`src/rtl/instr_prefetch_queue.sv`:
```
// Instruction fetch stage: owns the fetch PC, keeps one request in flight to a
// variable-latency instruction memory and queues {pc, instr} pairs for the core.
module instr_prefetch_queue #(
  parameter int          DEPTH    = 4,
  parameter logic [31:0] RESET_PC = 32'h0000_0000
) (
  input  logic        clk,
  input  logic        rst,
  output logic        imem_req,
  output logic [31:0] imem_addr,
  input  logic        imem_ack,
  input  logic [31:0] imem_rdata,
  output logic        inst_valid,
  output logic [31:0] inst_out,
  output logic [31:0] inst_pc,
  input  logic        inst_ready,
  input  logic        redirect,
  input  logic [31:0] redirect_pc
);

  localparam int AW = $clog2(DEPTH);
  localparam int CW = AW + 1;
  localparam logic [CW-1:0] DEPTH_C = CW'(DEPTH);

  typedef enum logic [1:0] {IDLE, WAIT, DROP} state_e;

  typedef struct packed {
    logic [31:0] pc;
    logic [31:0] data;
  } entry_t;

  state_e        state_q, state_d;
  logic [31:0]   fetch_pc_q, fetch_pc_d;
  logic [31:0]   addr_q, addr_d;
  logic [31:0]   target_q, target_d;
  logic [AW-1:0] wr_ptr_q, rd_ptr_q;
  logic [CW-1:0] count_q, count_post;
  entry_t        mem_q [DEPTH];

  logic [31:0] redir_pc_al;
  logic        push, pop;

  assign redir_pc_al = redirect_pc & ~32'h3;

  // A redirect kills the head in the same cycle so no stale instruction is accepted.
  assign inst_valid = (count_q != '0) && !redirect;
  assign pop        = inst_valid && inst_ready;
  assign push       = (state_q == WAIT) && imem_ack && !redirect;
  assign count_post = count_q + CW'(push) - CW'(pop);

  // NOTE: sequential state uses non-blocking assignments so every register
  // samples the pre-edge values of the others, independent of statement order.
  always_ff @(posedge clk or posedge rst) begin
    if (rst) state_q <= IDLE;
    else     state_q <= state_d;
  end

  // NOTE: every combinational output is assigned a default first, so no path
  // leaves a signal unassigned and no latch is inferred.
  always_comb begin
    state_d = state_q;
    unique case (state_q)
      IDLE: if (!redirect && count_q < DEPTH_C) state_d = WAIT;
      WAIT: begin
        if (imem_ack) state_d = (redirect || count_post < DEPTH_C) ? WAIT : IDLE;
        else if (redirect) state_d = DROP;
      end
      DROP: if (imem_ack) state_d = WAIT;
      default: state_d = IDLE;
    endcase
  end

  always_comb begin
    imem_req  = (state_q != IDLE);
    imem_addr = addr_q;
  end

  // Fetch PC, request address and the pending redirect target.
  always_comb begin
    fetch_pc_d = fetch_pc_q;
    addr_d     = addr_q;
    target_d   = target_q;
    unique case (state_q)
      IDLE: begin
        if (redirect) fetch_pc_d = redir_pc_al;
        else if (count_q < DEPTH_C) addr_d = fetch_pc_q;
      end
      WAIT, DROP: begin
        if (imem_ack && redirect) begin
          fetch_pc_d = redir_pc_al;
          addr_d     = redir_pc_al;
        end else if (imem_ack && state_q == WAIT) begin
          fetch_pc_d = fetch_pc_q + 32'd4;
          addr_d     = fetch_pc_q + 32'd4;
        end else if (imem_ack) begin
          fetch_pc_d = target_q;
          addr_d     = target_q;
        end else if (redirect) begin
          target_d = redir_pc_al;
        end
      end
      default: ;
    endcase
  end

  always_ff @(posedge clk or posedge rst) begin
    if (rst) begin
      fetch_pc_q <= RESET_PC;
      addr_q     <= '0;
      target_q   <= '0;
    end else begin
      fetch_pc_q <= fetch_pc_d;
      addr_q     <= addr_d;
      target_q   <= target_d;
    end
  end

  always_ff @(posedge clk or posedge rst) begin
    if (rst) begin
      wr_ptr_q <= '0;
      rd_ptr_q <= '0;
      count_q  <= '0;
    end else if (redirect) begin
      wr_ptr_q <= '0;
      rd_ptr_q <= '0;
      count_q  <= '0;
    end else begin
      if (push) wr_ptr_q <= wr_ptr_q + 1'b1;
      if (pop)  rd_ptr_q <= rd_ptr_q + 1'b1;
      count_q <= count_post;
    end
  end

  // NOTE: the storage array has no reset; count_q gates every read, so its
  // contents are never observed before being written.
  always_ff @(posedge clk) begin
    if (push) mem_q[wr_ptr_q] <= '{pc: fetch_pc_q, data: imem_rdata};
  end

  assign inst_out = inst_valid ? mem_q[rd_ptr_q].data : '0;
  assign inst_pc  = inst_valid ? mem_q[rd_ptr_q].pc   : '0;

endmodule

```
`config.mk`:
```
export PLATFORM = sky130hd
export DESIGN_NAME = instr_prefetch_queue
export DESIGN_NICKNAME = d
export VERILOG_FILES = /design/src/rtl/instr_prefetch_queue.sv
export SDC_FILE = /design/constraint.sdc
export NUM_CORES = 1
export LEC_CHECK = 0
export CAP_MARGIN = 20
export CORE_UTILIZATION = 45
export DETAILED_ROUTE_END_ITERATION = 7
export GPL_ROUTABILITY_DRIVEN = 0
export GPL_TIMING_DRIVEN = 0
export PLACE_DENSITY = 0.78
export SLEW_MARGIN = 20
export SYNTH_ARGS = -nofsm -noshare
export SYNTH_HDL_FRONTEND = slang
export SYNTH_SLANG_ARGS = --single-unit
```
`constraint.sdc`:
```
create_clock -name clk -period 7.2 [get_ports clk]
set_input_delay 0.72 -clock clk [delete_from_list [all_inputs] [get_ports clk]]
set_output_delay 0.72 -clock clk [all_outputs]
set_load 0.005 [all_outputs]
```
# Word-level counts from Yosys, hierarchy flattened
# Memory sizes are Yosys's and may differ from the RTL's.
# Index checks and enable logic that the tools add are counted.
[word_totals]
in_bits = 69
word_cells = 69
out_inout_bits = 98
reg_bits = 103
mem_bits_rw = 256
n_memories = 1
[mem_list]
columns = ["name", "words", "word_bits", "read_ports", "rd_ports_with_merged_regs", "wr", "line_no", "rtl"]
rows = [
  ["mem_q", 4, 64, 1, 0, 1, "38", "entry_t mem_q [DEPTH];"],
]
[classes]
eq_ne = 9
n_mux = 23
bitwise_logic = 3
n_reduce_logical = 19
add_sub_neg = 5
magnitude_cmp = 2
[op_table]
columns = ["op", "n"]
rows = [
  ["$mux 32", 8],
  ["$pmux 32 s2", 2],
  ["$add 32x3->32 const B", 1],
  ["$mux 2", 8],
  ["$ne 2x2->1 const B", 5],
  ["$reduce_bool 2->1", 4],
  ["$logic_and 1x1->1", 6],
  ["$lt 3x3->1 const B", 2],
  ["$pmux 2 s3", 1],
  ["$reduce_and 3->1", 2],
  ["$reduce_and 5->1", 1],
  ["$add 2x1->2 const B", 2],
  ["$ne 4x4->1 const B", 1],
  ["$reduce_and 4->1", 1],
  ["$add 3x1->3", 1],
  ["$mux 1", 3],
  ["$mux 3", 1],
  ["$ne 3x3->1 const B", 1],
  ["$not 1->1", 3],
  ["$reduce_bool 3->1", 1],
  ["$sub 3x1->3", 1],
  ["$eq 2x1->1 const B", 1],
  ["$eq 2x2->1 const B", 1],
  ["$logic_not 2->1", 1],
  ["3 further kinds", 3],
]

# Depth between registers and ports, before layout
[logic_depth]
word_depth = 10
mapped_depth = 13
mapped_depth_nobuf = 13

# Worst setup path after synthesis
# No wires, ideal clock.
[synth_path]
kind = "input to register"
startpoint = "input port redirect"
endpoint = "memory mem_q[0][0] (netlist bit) (enable)"
n_path_buf = 3
path_slack_ps = 3654
path_stages = 5
arrival_time_ps = 3117
cell_sequence = "clkbuf_1 > and3b_1 > buf_2 > clkbuf_1 > and2_1"
[synth_between]
elab_chain_len = 4
[synth_lines]
columns = ["item", "line_no", "rtl"]
rows = [
  ["from (decl)", "17", "input logic redirect,"],
  ["$logic_not 1->1", "48", "assign push = (state_q == WAIT) && imem_ack && !redirect;"],
  ["$logic_and 1x1->1", "48", ""],
  ["$mux 1", "137", "if (push) mem_q[wr_ptr_q] <= '{pc: fetch_pc_q, data: imem_rdata};"],
  ["$mux 1 (not written as such)", "137", ""],
  ["to (decl)", "38", ""],
]
# Every way passes these cells.

# Worst setup path after layout
[layout_path]
startpoint = "input port redirect"
endpoint = "output port inst_pc[13]"
[layout_between]
elab_chain_len = 3
[layout_lines]
columns = ["item", "line_no", "rtl"]
rows = [
  ["$logic_not 1->1", "46", "assign inst_valid = (count_q != '0) && !redirect;"],
  ["$logic_and 1x1->1", "46", ""],
  ["$mux 32", "141", "assign inst_pc = inst_valid ? mem_q[rd_ptr_q].pc : '0;"],
  ["to (decl)", "15", "output logic [31:0] inst_pc,"],
]
# Every way passes these cells.

==> flow_summary.yaml <==
drt:
  drc_errors: 0
  vias: 10280
  drt_first_iter_violations: 1184
  avgRoutedWirePerCell_um: 22.30
  drt-total-wl_um: 39090
  detailedRoute.firstPassIterationCount: 5
  vias_per_cell: 5.864
  ant_nets: 0
yosys:
  synth_async_sr_flop_share_pct: 28.69
  synth_area_leader_cell: "edfxtp_1"
  warnings_from_yosys: 0
  synth.top_cell.area_share_pct: 49.40
  mappedNetlistArea_um2: 15560
  syn-instance-count: 1071
  number_of_synthesized_flops_with_an_enable_pin: 256
  synth_ff_type: "edfxtp_1"
  synthMostInstantiatedCell: "edfxtp_1"
  syn-mean-instance-area_um2: 14.53
  post_synth_main_area_contributors: "edfxtp_1, dfrtp_1, mux4_2"
  syn-num-nets: 1153
  ys_ff_latch: 359
  synthTopCellsByCount: "edfxtp_1, dfrtp_1, nand2_1"
  netlist-cell-type-count: 69
  yosysSeqAreaShare_pct: 65.96
floorplan:
  initial_core_util_pct: 46.06
  io_pins: 167
  coreArea_um2: 33780
  vert_die_dim_um: 188.0
  row_count: 67
  die_x_extent_um: 188.0
  die_area_um2: 35330
sta:
  slew_headroom_pct: 45.44
  period_minus_slack_ns: 4.314
  timing.clock.skew_ns: 0.01445
  max_freq_mhz: 231.8
  rsz0062_at_grt: "false"
  maxSlewViolCount: 0
  finalHoldViolCount: 0
  tightestPinTransition_ns: 0.8184
  timing.final.setup_violations: 0
  finalSetupTns_ns: 0
  final_min_period_over_clock_period_pct: 59.92
  fin_hold_ws_ns: 0.4806
clocking:
  root_buffer_cell: "clkbuf_16"
  clock_path_buffers: 3
  postCtsHoldBufs: 0
  clock_tree.htree_level_count: 2
  cts_tree: "yes"
  number_of_buffers_added_by_the_clock_tree_synthesis_step: 37
  number_of_cells_upsized_or_downsized_after_cts: 0
  clkTransAtPathRegs_ns: 0.06
  number_of_setup_buffers_added_after_cts: 0
  clock_insertion_delay_worst_skew_ns: 0.53
  clock_sink_count: 359
setup_path:
  timing.critical_path.buf_inv: 5
  path_common_cell: "clkbuf_1"
  cp-start-kind: "input port"
  critical_path.max_stage_delay_ns: 0.53
  cp.required_ns: 6.48
  cp.arrival_ns: 3.59
  worstPathCellList: "clkdlybuf4s50_1, clkbuf_1, nor2_1, clkbuf_1, clkbuf_1, and2_1, clkdlybuf4s50_1"
  criticalPathCategory: "in2out"
  crit_fanout: 10
  worst_path_dominant_cell_family: "buffers and inverters"
  critical-path-slowest-cell: "clkbuf_1"
  critical_path.endpoint_type: "output port"
global_routing:
  wire_length_of_the_first_global_routing_pass_um: 60250
  grtUsageTotal_pct: 22.41
  grt_antenna_before_repair: 0
  vias_in_the_first_global_route: 10520
  grt_start_max_net_pins: 68
  grt_remaining_overflow: 0
status:
  outcome: "finished clean"
placed_design:
  port-buffer-count: 164
  placed_cells: 1688
  post_place_instance_area_um2: 17910
  hpwlAfterDp_um: 26340
power_and_ir_drop:
  power_w: 0.007837
  max-vdd-ir-drop_mv: 0.3022
  p_leak_nw: 6.722
  power_density_nw_per_um2: 409.8
flow_run:
  maxCapViolCount: 0
cells_and_area:
  post_route_cells_drive_above_1_share_pct: 14.56
  fillerInstances: 2601
  design_area_final_um2: 19130
  final_net_count: 1361
  synth_to_final_area_change_pct: 22.90
  finalNonFillerCells: 1753
  num_antenna_cells: 0
worst_hold_path:
  hp-class: "reg2reg"
## layout make-up
cell class	count	area [um^2]	share of cell area [%]
Sequential cell	359	10260	53.67
Multi-Input combinational cell	626	4930	25.78
Timing Repair Buffer	169	1772	9.263
Clock buffer	47	1025	5.358
Tap cell	448	560.5	2.931
Buffer	68	310.3	1.622
Clock inverter	18	191.4	1.001
Inverter	18	72.57	0.3794
## stage by stage
| step | util (%) | worst slack (ns) |
|---|---|---|
| after floorplan | - | 3.654 |
| after global placement | 52.58 | 1.583 |
| after detailed placement | 53.01 | 2.883 |
| after CTS | 56.61 | 2.864 |
| after global routing | 56.61 | 2.772 |
| final | 56.61 | 2.886 |
## worst reg2reg max path, delay by kind of cell (launching register included)
family | cells | cell delay (ns)
XOR/XNOR | 1 | 0.14
adder cells (fa/ha/maj) | 4 | 1.24
AO/OA/AOI/OAI | 2 | 0.35
AND/OR/NAND/NOR | 2 | 0.47
flip-flops | 1 | 0.43
buffers and inverters | 4 | 0.54
## layout by cell type, fill, tap and decap left out, drive strengths merged, types with 3 or more instances in the layout
cell type	Yosys	routed
or2	3	3
a21oi	40	40
o211ai	6	6
mux2	29	29
xor2	10	10
or3	8	8
nand2	97	97
o21ai	85	85
a21o	3	3
and2	74	74
dfrtp	103	103
nor3	11	11
a221o	7	7
clkinv	1	12
nor2	54	54
bufinv	0	3
a31oi	12	12
ha	12	12
a211oi	8	8
nor4	5	5
xnor2	14	14
buf	21	26
inv	17	19
clkbuf	46	93
a21boi	3	3
mux2i	10	10
o22ai	5	5
o21a	3	3
nand4	8	8
nand3	16	16
and4	4	4
and3	6	6
edfxtp	256	256
o221ai	6	6
mux4	64	64
clkdlybuf4s50	0	164
## flip-flops by register name, indices dropped and copies added (netlist names)
| signal | flops |
|---|---|
| rd_ptr_q | 2 |
| wr_ptr_q | 2 |
| fetch_pc_q | 32 |
| count_q | 3 |
| imem_addr | 32 |
| target_q | 30 |
| state_q | 2 |
| mem_q | 256 |
## worst paths after layout
path / startpoint / endpoint / slack [ns] / depth (start not counted)
setup / recovery: redirect / inst_pc[13] / 2.89 / 7
setup reg to reg: state_q[1] / state_q[0] / 3.93 / 13
hold reg to reg: imem_addr[6] / imem_addr[6] / 0.48 / 1
min in group asynchronous: rst / target_q[26] / 0.58 / 2
max in group asynchronous: rst / imem_addr[31] / 5.96 / 3
hold / removal: imem_addr[6] / imem_addr[6] / 0.48 / 1
## kinds of logic (layout without fill, tap and decap cells)
group | Yosys count | after routing | synth area share [%]
and+or+nand+nor | 291 | 291 | 9.559
xor gates and xnor gates | 24 | 24 | 1.351
AOI/OAI and AO/OA | 195 | 195 | 7.606
buffers and inverters | 86 | 320 | 2.428
DFF | 359 | 359 | 65.96
adders and majority gates | 13 | 13 | 1.093
muxes | 103 | 103 | 12.00
## routing by layer
metal	wire, um	up-vias	GRT usage [%]	share of wire [%]
li1	-	4465	-	-
met1	15580	5104	30.13	40
met2	18370	600	35.73	47
met3	3673	111	4.380	9.4
met4	1468	0	9.537	3.8
met5	0	-	0	0
## power breakdown
group | switching, W | leakage (nW) | internal [W] | total [W]
clock | 0.000790 | 0.594 | 0.00112 | 0.00191
sequential | 0.000393 | 3.58 | 0.00269 | 0.00309
combinational | 0.00158 | 2.55 | 0.00126 | 0.00284
(Power assumes the default switching activity.)
